`src/rtl/instr_fetch_unit_if.sv`:
```
// Instruction-memory read bus used by the fetch stage.
//
// Handshake: the master raises req with a stable addr and holds both until
// the slave answers with gnt in the same cycle. req and addr may change
// only after a granted cycle, or when the master withdraws the request.
// One rvalid/rdata beat returns per grant, at the earliest one cycle after
// gnt. rvalid has no back-pressure: the master must take it when offered.
//
// Signals:
//   req     master -> slave  read request
//   addr    master -> slave  word address (bits [1:0] always zero)
//   gnt     slave  -> master request accepted this cycle
//   rvalid  slave  -> master read data valid
//   rdata   slave  -> master instruction word
interface instr_fetch_unit_if;
  logic        req;
  logic [31:0] addr;
  logic        gnt;
  logic        rvalid;
  logic [31:0] rdata;

  modport master (output req, output addr, input gnt, input rvalid, input rdata);
  modport slave  (input req, input addr, output gnt, output rvalid, output rdata);
endinterface

```
`src/rtl/instr_fetch_unit.sv`:
```
// Instruction fetch stage. Latches the PC, reads one word from instruction
// memory, holds it for decode and exposes the decoded immediate fields.
// A flush discards any in-flight or held instruction.
//
// Ports:
//   clk, rst_n     clock, synchronous active-low reset
//   pc             current PC from the PC counter
//   fetch_en       permits starting a new fetch
//   flush          redirect: drop in-flight/held instruction, clear addr_err
//   imem           instruction-memory bus (master side)
//   inst_valid     held instruction available to decode
//   inst_ready     decode consumes the held instruction
//   inst, inst_pc  held instruction and the PC it was fetched from
//   opcode, sign_imm, jump_low_26   fields decoded from inst
//   pc_advance     one-cycle pulse on each accepted instruction
//   addr_err       sticky: misaligned PC presented while fetching
//   fsm_state      debug view of the FSM (0 IDLE, 1 REQ, 2 WAIT, 3 HOLD)
module instr_fetch_unit #(
  parameter logic [31:0] RESET_PC = 32'h0000_0000
) (
  input  logic                      clk,
  input  logic                      rst_n,
  input  logic [31:0]               pc,
  input  logic                      fetch_en,
  input  logic                      flush,
  instr_fetch_unit_if.master        imem,
  output logic                      inst_valid,
  input  logic                      inst_ready,
  output logic [31:0]               inst,
  output logic [31:0]               inst_pc,
  output logic [5:0]                opcode,
  output logic [31:0]               sign_imm,
  output logic [25:0]               jump_low_26,
  output logic                      pc_advance,
  output logic                      addr_err,
  output logic [1:0]                fsm_state
);

  typedef enum logic [1:0] {
    S_IDLE = 2'd0,
    S_REQ  = 2'd1,
    S_WAIT = 2'd2,
    S_HOLD = 2'd3
  } state_t;

  state_t      state_q, state_d;
  logic        drop_q, drop_d;
  logic        addr_err_q, addr_err_d;
  logic [31:0] addr_q, addr_d;
  logic [31:0] inst_q, inst_d;
  logic [31:0] inst_pc_q, inst_pc_d;
  logic        pc_misaligned;

  assign pc_misaligned = (pc[1:0] != 2'b00);

  always_ff @(posedge clk) begin
    if (!rst_n) begin
      state_q    <= S_IDLE;
      drop_q     <= 1'b0;
      addr_err_q <= 1'b0;
      addr_q     <= 32'h0;
      inst_q     <= 32'h0;
      inst_pc_q  <= RESET_PC;
    end else begin
      state_q    <= state_d;
      drop_q     <= drop_d;
      addr_err_q <= addr_err_d;
      addr_q     <= addr_d;
      inst_q     <= inst_d;
      inst_pc_q  <= inst_pc_d;
    end
  end

  always_comb begin
    state_d    = state_q;
    drop_d     = drop_q;
    addr_d     = addr_q;
    inst_d     = inst_q;
    inst_pc_d  = inst_pc_q;
    // flush is the only way (besides reset) to clear the sticky error
    addr_err_d = addr_err_q && !flush;
    pc_advance = 1'b0;

    case (state_q)
      S_IDLE: begin
        if (fetch_en && !flush && pc_misaligned) begin
          addr_err_d = 1'b1;
        end else if (fetch_en && !flush && !addr_err_q) begin
          addr_d  = pc;
          state_d = S_REQ;
        end
      end
      S_REQ: begin
        // Once granted, the memory will answer; a concurrent flush can only
        // mark that answer for disposal.
        if (imem.gnt) begin
          drop_d  = flush;
          state_d = S_WAIT;
        end else if (flush) begin
          state_d = S_IDLE;
        end
      end
      S_WAIT: begin
        if (imem.rvalid) begin
          if (drop_q || flush) begin
            drop_d  = 1'b0;
            state_d = S_IDLE;
          end else begin
            inst_d    = imem.rdata;
            inst_pc_d = addr_q;
            state_d   = S_HOLD;
          end
        end else if (flush) begin
          drop_d = 1'b1;
        end
      end
      S_HOLD: begin
        if (flush) begin
          state_d = S_IDLE;
        end else if (inst_ready) begin
          pc_advance = 1'b1;
          // Back-to-back fetch latches the PC as presented now, i.e. before
          // the PC counter reacts to this pc_advance.
          if (fetch_en && !pc_misaligned) begin
            addr_d  = pc;
            state_d = S_REQ;
          end else begin
            if (fetch_en) addr_err_d = 1'b1;
            state_d = S_IDLE;
          end
        end
      end
      default: state_d = S_IDLE;
    endcase
  end

  assign imem.req    = (state_q == S_REQ);
  assign imem.addr   = addr_q;
  assign inst_valid  = (state_q == S_HOLD);
  assign inst        = inst_q;
  assign inst_pc     = inst_pc_q;
  assign opcode      = inst_q[31:26];
  assign sign_imm    = {{16{inst_q[15]}}, inst_q[15:0]};
  assign jump_low_26 = inst_q[25:0];
  assign addr_err    = addr_err_q;
  assign fsm_state   = state_q;

endmodule

```
`src/flat_wrapper.sv`:
```
// flat-port wrapper written by rule: the top's interface ports become plain ports
module instr_fetch_unit_flat 
#(
  parameter logic [31:0] RESET_PC = 32'h0000_0000
)
  (clk, rst_n, pc, fetch_en, flush, inst_valid, inst_ready, inst, inst_pc, opcode, sign_imm, jump_low_26, pc_advance, addr_err, fsm_state, imem_req, imem_addr, imem_gnt, imem_rvalid, imem_rdata);
  instr_fetch_unit_if imem_i ();
  input  logic clk;
  input  logic rst_n;
  input  logic [31:0] pc;
  input  logic fetch_en;
  input  logic flush;
  output logic inst_valid;
  input  logic inst_ready;
  output logic [31:0] inst;
  output logic [31:0] inst_pc;
  output logic [5:0] opcode;
  output logic [31:0] sign_imm;
  output logic [25:0] jump_low_26;
  output logic pc_advance;
  output logic addr_err;
  output logic [1:0] fsm_state;
  output wire logic [$bits(imem_i.req)-1:0] imem_req;
  output wire logic [$bits(imem_i.addr)-1:0] imem_addr;
  input wire logic [$bits(imem_i.gnt)-1:0] imem_gnt;
  input wire logic [$bits(imem_i.rvalid)-1:0] imem_rvalid;
  input wire logic [$bits(imem_i.rdata)-1:0] imem_rdata;
  assign imem_req = imem_i.req;
  assign imem_addr = imem_i.addr;
  assign imem_i.gnt = imem_gnt;
  assign imem_i.rvalid = imem_rvalid;
  assign imem_i.rdata = imem_rdata;
  instr_fetch_unit #(.RESET_PC(RESET_PC)) u_core (.clk(clk), .rst_n(rst_n), .pc(pc), .fetch_en(fetch_en), .flush(flush), .imem(imem_i), .inst_valid(inst_valid), .inst_ready(inst_ready), .inst(inst), .inst_pc(inst_pc), .opcode(opcode), .sign_imm(sign_imm), .jump_low_26(jump_low_26), .pc_advance(pc_advance), .addr_err(addr_err), .fsm_state(fsm_state));
endmodule
```
`config.mk`:
```
export PLATFORM = sky130hd
export DESIGN_NAME = instr_fetch_unit_flat
export DESIGN_NICKNAME = d
export VERILOG_FILES = /design/src/rtl/instr_fetch_unit_if.sv /design/src/rtl/instr_fetch_unit.sv /design/src/flat_wrapper.sv
export SDC_FILE = /design/constraint.sdc
export NUM_CORES = 1
export LEC_CHECK = 0
export ABC_AREA = 1
export BUFFER_PORTS_ARGS = -buffer_cell sky130_fd_sc_hd__buf_4
export CORE_UTILIZATION = 41
export CTS_CLUSTER_SIZE = 40
export DETAILED_ROUTE_END_ITERATION = 10
export PLACE_DENSITY = 0.76
export SLEW_MARGIN = 20
export SYNTH_ARGS = -nofsm -noshare
export SYNTH_HDL_FRONTEND = slang
export SYNTH_SLANG_ARGS = --single-unit
```
`constraint.sdc`:
```
create_clock -name clk -period 4 [get_ports clk]
set_clock_uncertainty 0.15 [all_clocks]
set_input_delay 0.4 -clock clk [delete_from_list [all_inputs] [get_ports clk]]
set_output_delay 0.4 -clock clk [all_outputs]
set_load 0.05 [all_outputs]
```
== Word-level counts from Yosys, hierarchy flattened ==
Index checks and enable logic that the tools add are counted.
Word-level totals
  memories: 0
  word-level logic and storage cells: 68
  flip-flop bits (word level): 100
  input bits: 71
  RAM bits: 0
  latch bits: 0
  output and inout port bits: 166
  bits in read-only memories: 0
Cells by class
  add/sub/neg operators: 0
  divide/modulo/power cells: 0
  multiply operators: 0
  shifts and indexed selects: 0
  mux-type cells: 30
  reductions and logical operators: 17
  magnitude comparators: 0
  equal/unequal tests: 14
  bitwise operators: 1
Operators with widths (count)
  two-way mux 32 bit: 5
  case mux 32 bit (2 select lines): 1
  two-way mux 2 bit: 8
  two-way mux 1 bit: 13
  != test 3 x 2 -> 1 bit, second input constant: 3
  != test 2 x 1 -> 1 bit, second input constant: 4
  case mux 2 bit (4 select lines): 1
  != test 2 bit, second input constant: 3
  AND reduction 6 bit: 1
  nonzero test 2 bit: 3
  logical AND 1 bit: 5
  AND reduction 5 bit: 1
  == test 2 bit, second input constant: 2
  case mux 1 bit (2 select lines): 2
  AND reduction 4 bit: 1
  logical NOT 1 bit: 3
  != test 3 bit, second input constant: 1
  AND reduction 3 bit: 1
  == test 2 x 1 -> 1 bit, second input constant: 1
  logical NOT 2 bit: 1
  logical OR 1 bit: 1
  NOT 1 bit: 1

== Logic depth before layout (Yosys ltp) ==
Gate-level depths: netlist of the first run.
  depth in word-level cells: 7
  mapped depth: 10
  mapped depth without buffers: 9

== Worst setup path before layout of the first run ==
OpenSTA, ideal clock, no wires.
  path kind: flip-flop to output port
  start: register u_core.state_q[1] (netlist: u_core.fsm_state[1])
  end: output pc_advance
  setup slack: 1346 ps
  stages on the path, launching flop included: 4
  path buffers: 0
  data arrival time: 2104 ps
  data required time: 3450 ps
  cell sequence: dfxtp_1 ha_1 nand2_1 nor2_1
Between the ends
  cells in the longest elaborated chain, start to end: 2
RTL lines
  start: declaration: RTL line instr_fetch_unit.sv:46  | state_t state_q, state_d;
  start signal: assignment: RTL line instr_fetch_unit.sv:65  | state_q <= state_d;
  == test 2 bit
  net inst_valid: RTL line flat_wrapper.sv:13  | output logic inst_valid;
  two-way mux 1 bit: RTL line instr_fetch_unit.sv:84  | case (state_q)
  end: declaration: RTL line flat_wrapper.sv:20  | output logic pc_advance;
The timed path passes the listed nets, and every way through them passes these cells.

== Worst setup path after layout of the first run ==
  start: register u_core.state_q[0] (netlist: u_core.fsm_state[0])
  end: register u_core.inst_pc_q[17] (netlist: u_core.inst_pc[17])
Between the ends
  cells in the longest elaborated chain, start to end: 2
RTL lines
  == test 2 bit: RTL line instr_fetch_unit.sv:84
  AND reduction 3 bit (no line)
  end signal: assignment: RTL line instr_fetch_unit.sv:70  | inst_pc_q <= inst_pc_d;
  end: declaration: RTL line instr_fetch_unit.sv:51  | logic [31:0] inst_pc_q, inst_pc_d;
No other way between the ends.
A chain may end at the register's enable or synchronous reset.

==> results of run 1 <==
## worst max-delay path, delay by kind of cell, from the launching register on
family	cells	cell delay, ps
and+or+nand+nor	1	480
DFF	1	390
adders and majority gates	1	270
buffers and inverters	2	670
AOI/OAI and AO/OA	2	350
## layer usage
layer	global-route usage (%)	routed length, um	share of wire [%]	vias up
met5	0	0	0	-
met4	6.46	113	1.0	0
met3	6.36	1030	9.3	8
met2	33.6	5430	49	150
met1	20.2	4510	41	1869
li1	-	-	-	2138
## state kept, by name (all words and copies together), names as in the netlist
register          count
u_core.imem.addr     32
u_core.inst          32
u_core.inst_pc       32
u_core.fsm_state      2
u_core.addr_err       1
u_core.drop_q         1
## area by class of cell
class / instances / area, um2 / share of cell area (%)
Clock buffer: 9 / 124 / 2.04
Clock inverter: 7 / 82.6 / 1.36
Inverter: 105 / 394 / 6.51
Multi-Input combinational cell: 305 / 1500 / 24.8
Sequential cell: 100 / 2000 / 33.0
Tap cell: 140 / 175 / 2.89
Timing Repair Buffer: 237 / 1780 / 29.4
## path summary, 6_finish.rpt
path                                          from                              end  slack (ps)
hold reg to reg    u_core.inst_pc[23]$_SDFFE_PN0P_  u_core.inst_pc[23]$_SDFFE_PN0P_         300
setup reg to reg  u_core.fsm_state[0]$_SDFFE_PN0P_  u_core.inst_pc[17]$_SDFFE_PN0P_        1580
hold / removal                      imem_rdata[30]     u_core.inst[30]$_SDFFE_PN0P_         150
setup / recovery  u_core.fsm_state[0]$_SDFFE_PN0P_  u_core.inst_pc[17]$_SDFFE_PN0P_        1580
## power by group through the flow
stage                     registers, mW  clock network (mW)  logic [mW]
final                              1.31               0.669        2.02
after CTS                          1.32               0.695        2.02
after detailed placement           1.34                   0        2.02
after global routing               1.34               0.733        2.16
after floorplan                    1.91                   0        1.05
after global placement             1.33                   0        2.00
## per-stage QoR
step	total power, mW	utilization, %	cell area [um2]
2_1_floorplan	2.96	-	4580
3_3_place_gp	3.33	53.7	5850
3_5_place_dp	3.36	53.7	5850
4_1_cts	4.03	55.6	6050
5_1_grt	4.23	55.6	6060
6_report	4.00	55.6	6060
## logic make-up after synthesis
kind of cell,after synthesis,share of synthesized area [%]
buffers and inverters,206,23.8
AOI/OAI and AO/OA,165,18.1
and+or+nand+nor,136,13.3
DFF,100,43.7
adders and majority gates,4,1.09
## cells in the final DEF (no fill, tap or decap)
master	netlist	routed
nand3_1	34	34
clkbuf_8	0	9
nand2_2	2	1
inv_6	0	2
nor2_4	2	2
inv_1	104	104
buf_4	65	237
nand2_8	1	1
clkinvlp_4	0	2
ha_1	4	4
nor3_1	2	2
nor2_1	43	43
dfxtp_1	100	100
inv_8	0	1
bufinv_16	0	1
or2_4	1	1
inv_2	1	1
nand3_4	0	1
o21ai_0	62	62
clkinv_4	0	1
nand2_4	1	2
a21oi_1	97	97
o31ai_1	1	1
nand2_1	49	49
o21ai_1	5	5
## cell usage after synthesis, drive strengths merged
library cell / count
ha: 4
nor2: 45
dfxtp: 100
nor3: 2
nand3: 35
inv: 105
or2: 1
clkbuf: 12
o31ai: 1
nand2: 53
a21oi: 97
o21ai: 67
buf: 89
==> impl_metrics.csv, run 1 <==
group,metric,value,unit
final_layout,n_fill_cell,993,
sta,drv_slew,0,
place,pre_cts_slack,1580,ps
sta,timing.hold.ws,153,ps
worst_hold_path,min_path_cells,3,
global_routing,antenna_found_initial,0,
sta,slew_headroom,42.1,%
power_and_ir_drop,seq_power_share,32.8,%
synthesis,seq_area_frac_synth,43.7,%
setup_path,worstSetupPathType,"flop to flop",
global_routing,grt_max_degree,97,
setup_path,cp_max_fo,67,
sta,worst_pin_slew,869,ps
floorplanning,core_area,10900,um2
drt,drc,0,
synthesis,netlist.area_leader.share,43.7,%
power_and_ir_drop,p_per_area,660,nW/um2
synthesis,mappedNetlistArea,4580,um2
synthesis,synth_area_leaders,"dfxtp_1 (44%), buf_4 (11%), a21oi_1 (11%)",
synthesis,synth_nets,686,
floorplanning,ioPinCount,237,
power_and_ir_drop,p_sw,1.95,mW
final_layout,drive_above_1_share,34.3,%
sta,fin_ws,1580,ps
drt,ant_nets,0,
clocking,insertion_delay,350,ps
synthesis,yosysTopAreaCell,"dfxtp_1",
synthesis,avgSynthCellArea,7.50,um2
power_and_ir_drop,ir_drop,371,uV
clocking,cts.sinks,100,
power_and_ir_drop,clkPwrFrac,16.7,%
setup_path,critPathRequiredTime,4140,ps
floorplanning,start_util,42.1,%
sta,period_share,60.6,%
power_and_ir_drop,pwr-share-comb,50.4,%
drt,avgRoutedWirePerCell,12.3,um
clocking,cts_buffers,9,
place,routabilityCongestion,0.801,
final_layout,diodes,0,
final_layout,area_delta_synth_final,32.2,%
drt,drt_iter0_markers,230,
setup_path,cp-start-kind,"flop",
power_and_ir_drop,p_sw_share,48.8,%
setup_path,max_stage_delay,570,ps
run_status,run_status,"finished, final reports clean",
global_routing,track_usage,18.7,%
setup_path,crit_chain,"inv_1 -> ha_1 -> nand3_4 -> buf_4 -> o21ai_0 -> a21oi_1",
clocking,cts_buffer_depth,2,
sta,setup_viol,0,
drt,vias,4165,
sta,rsz0062_at_grt,"false",
setup_path,cp_slowest_cell,"buf_4",
global_routing,grt_first_pass_wirelength,17.3,mm
clocking,clk_root_buffer_cell,"clkbuf_8",
floorplanning,rows,38,
synthesis,netlist_instances,611,
final_layout,stdcell_count,903,
sta,finalSetupTns,0,ps
clocking,cts_tree,"done",
floorplanning,dieHeight,108,um
global_routing,overflow,0,
setup_path,ff2ff_path_depth,6,
final_layout,nets,833,
setup_path,worstPathArrival,2560,ps
flow_run,drv_cap,0,
power_and_ir_drop,p_int,2.05,mW
floorplanning,die-width,108,um
clocking,cts_resized,0,
setup_path,end_kind,"flop",
sta,finalCriticalPeriod,2420,ps
drt,avgViaCountPerCell,4.61,
floorplanning,dieArea,11600,um2
synthesis,synth-warning-count,0,
drt,firstDrtPassIters,4,
sta,finalHoldViolCount,0,
clocking,htreeDepth,3,
drt,wirelength,11.1,mm
place,io_buffer_count,236,
worst_hold_path,min_path_type,"input pin to flop",
sta,clock.fmax,412,MHz
global_routing,grt_pass1_vias,3817,
synthesis,ys_types,24,
clocking,hold_buffers,0,
clocking,cts_setup_buffers,0,
clocking,cts.reportedPaths.clkPinSlew,110,ps
place,post-place-cells,887,
power_and_ir_drop,power_leakage,2.95,nW
place,dp_hpwl,7.78,mm
synthesis,synth-seq-cells,100,
(Power assumes the default switching activity.)
==> run 2, diff against run 1 <==
==> constraint.sdc (replaced) <==
create_clock -name clk -period 2.49 [get_ports clk]
set_clock_uncertainty 0.15 [all_clocks]
set_input_delay 0.249 -clock clk [delete_from_list [all_inputs] [get_ports clk]]
set_output_delay 0.249 -clock clk [all_outputs]
set_load 0.05 [all_outputs]
==> run 2 against run 1 <==
Register-to-register slack worse by 990 ps. Die area is the same. Utilization is 0.80 points higher. Design area up 1.4%. Combinational power is 63% higher. Sequential power grew 62%. Worst setup slack worse by 990 ps. Sequential share of layout area is 0.47 points lower. Total power increased by 59%. Final cell count is 0.66% higher. Critical path type unchanged. Largest power group unchanged.
==> impl_metrics.csv, run 2 (synthesis results as in run 1) <==
group,metric,value,unit
run_status,run_status,"finished, final reports clean",
drt,ant_nets,0,
final_layout,stdcell_count,909,
final_layout,final_common_cell,"buf_4",
drt,avgViaCountPerCell,4.69,
final_layout,diodes,0,
floorplanning,start_util,42.1,%
sta,finalSetupTns,0,ps
setup_path,cp_max_fo,28,
global_routing,grt_pass1_vias,3694,
sta,worst_pin_slew,624,ps
clocking,cts.reportedPaths.clkPinSlew,90,ps
global_routing,grtUsageMet2,33.9,%
power_and_ir_drop,p_per_area,1040,nW/um2
sta,rsz0062_at_grt,"false",
worst_hold_path,min_path_type,"input pin to flop",
sta,timing.hold.ws,33.4,ps
global_routing,overflow,0,
setup_path,rr_startpoint,"u_core.fsm_state[0]$_SDFFE_PN0P_",
clocking,cts.sinks,100,
global_routing,grt_use_met1,21.5,%
drt,drt_iter0_markers,213,
sta,slew_headroom,58.4,%
flow_run,drv_cap,0,
global_routing,grt_first_pass_wirelength,17.6,mm
power_and_ir_drop,ir_drop,523,uV
final_layout,n_fill_cell,986,
place,post-place-cells,891,
setup_path,critPathRequiredTime,2620,ps
place,routabilityCongestion,0.827,
drt,firstDrtPassIters,4,
floorplanning,die-width,108,um
setup_path,worstSetupPathType,"flop to flop",
clocking,insertion_delay,350,ps
global_routing,grt_max_degree,64,
power_and_ir_drop,power,6.36,mW
floorplanning,dieArea,11600,um2
setup_path,end_kind,"flop",
drt,vias,4260,
clocking,htreeDepth,3,
worst_hold_path,min_path_cells,3,
clocking,cts_resized,0,
floorplanning,dieHeight,108,um
final_layout,final_cell_mix,"buf_4 (237), inv_1 (104), dfxtp_1 (100)",
setup_path,worstPathArrival,2040,ps
place,dp_hpwl,8.24,mm
place,io_buffer_count,236,
sta,finalHoldViolCount,0,
power_and_ir_drop,power_leakage,2.99,nW
place,dpl_cell_area,5930,um2
floorplanning,ioPinCount,237,
sta,finalCriticalPeriod,1910,ps
setup_path,ff2ff_path_depth,6,
setup_path,r2r_slack,580,ps
global_routing,use_met3,6.11,%
sta,setup_viol,0,
final_layout,nets,841,
final_layout,drive_above_1_share,34.3,%
final_layout,area_delta_synth_final,34.1,%
clocking,cts_buffer_depth,2,
worst_hold_path,worstHoldStart,"imem_rdata[5]",
clocking,hold_buffers,4,
clocking,cts_buffers,9,
final_layout,fin_util,56.4,%
final_layout,fin_area,6150,um2
drt,avgRoutedWirePerCell,12.6,um
floorplanning,core_area,10900,um2
floorplanning,rows,38,
global_routing,grt_busiest_layer,"met2",
worst_hold_path,whs_endpoint,"u_core.inst[5]$_SDFFE_PN0P_",
place,pre_cts_slack,606,ps
drt,wirelength,11.5,mm
clocking,cts_setup_buffers,0,
clocking,clk_root_buffer_cell,"clkbuf_8",
clocking,cts_tree,"done",
sta,clock.fmax,524,MHz
sta,drv_slew,0,
sta,period_share,76.6,%
sta,fin_ws,583,ps
global_routing,track_usage,19.3,%
setup_path,reg2reg_to,"u_core.inst_pc[19]$_SDFFE_PN0P_",
global_routing,antenna_found_initial,0,
setup_path,cp-start-kind,"flop",
drt,drc,0,
-- run 2: changes by cell type in the layout (fill, tap and decap cells not counted), sizes merged --
cell and change:
clkinv -1, bufinv -1, inv -3, buf +4, clkinvlp -1, dlygate4sd3 +4
clkbuf +4
-- run 2: power breakdown --
part / total [mW] / switching (mW) / leakage [nW] / internal, mW
clock network: 0.951 / 0.515 / 0.0876 / 0.436
registers: 2.12 / 0.235 / 0.814 / 1.89
logic: 3.29 / 2.32 / 2.09 / 0.967
-- run 2: critical path, cell delays in order (launching register included) --
cell     delay [ps]
dfxtp_1         400
inv_1           100
ha_1            280
nand3_4         300
buf_4           310
o21ai_0         110
a21oi_1         170
-- run 2: worst max-delay path by stage --
| stage | from | endpoint | slack (ps) | cells past startpoint |
|---|---|---|---|---|
| final | u_core.fsm_state[0]$_SDFFE_PN0P_ | u_core.inst_pc[19]$_SDFFE_PN0P_ | 580 | 6 |
| after floorplan | u_core.fsm_state[1]$_SDFFE_PN0P_ | pc_advance | 190 | 3 |
| after detailed placement | u_core.fsm_state[0]$_SDFFE_PN0P_ | u_core.inst_pc[19]$_SDFFE_PN0P_ | 610 | 6 |
| after CTS | u_core.fsm_state[0]$_SDFFE_PN0P_ | u_core.inst_pc[19]$_SDFFE_PN0P_ | 600 | 6 |
| after global routing | u_core.fsm_state[0]$_SDFFE_PN0P_ | u_core.inst_pc[24]$_SDFFE_PN0P_ | 440 | 6 |
| after global placement | u_core.fsm_state[0]$_SDFFE_PN0P_ | u_core.imem.addr[11]$_SDFFE_PN0P_ | 710 | 8 |
-- run 2: final cells by class --
cell class	instances	area, um2	area share, %
Clock buffer	13	169	2.75
Tap cell	140	175	2.85
Multi-Input combinational cell	305	1500	24.4
Sequential cell	100	2000	32.6
Clock inverter	1	7.51	0.122
Inverter	105	394	6.41
Timing Repair Buffer	245	1900	30.9
-- run 2: layer usage --
metal,up-vias,wire length (um)
met5,-,0
met4,0,178
met3,16,939
met2,175,5810
met1,1912,4550
li1,2157,-
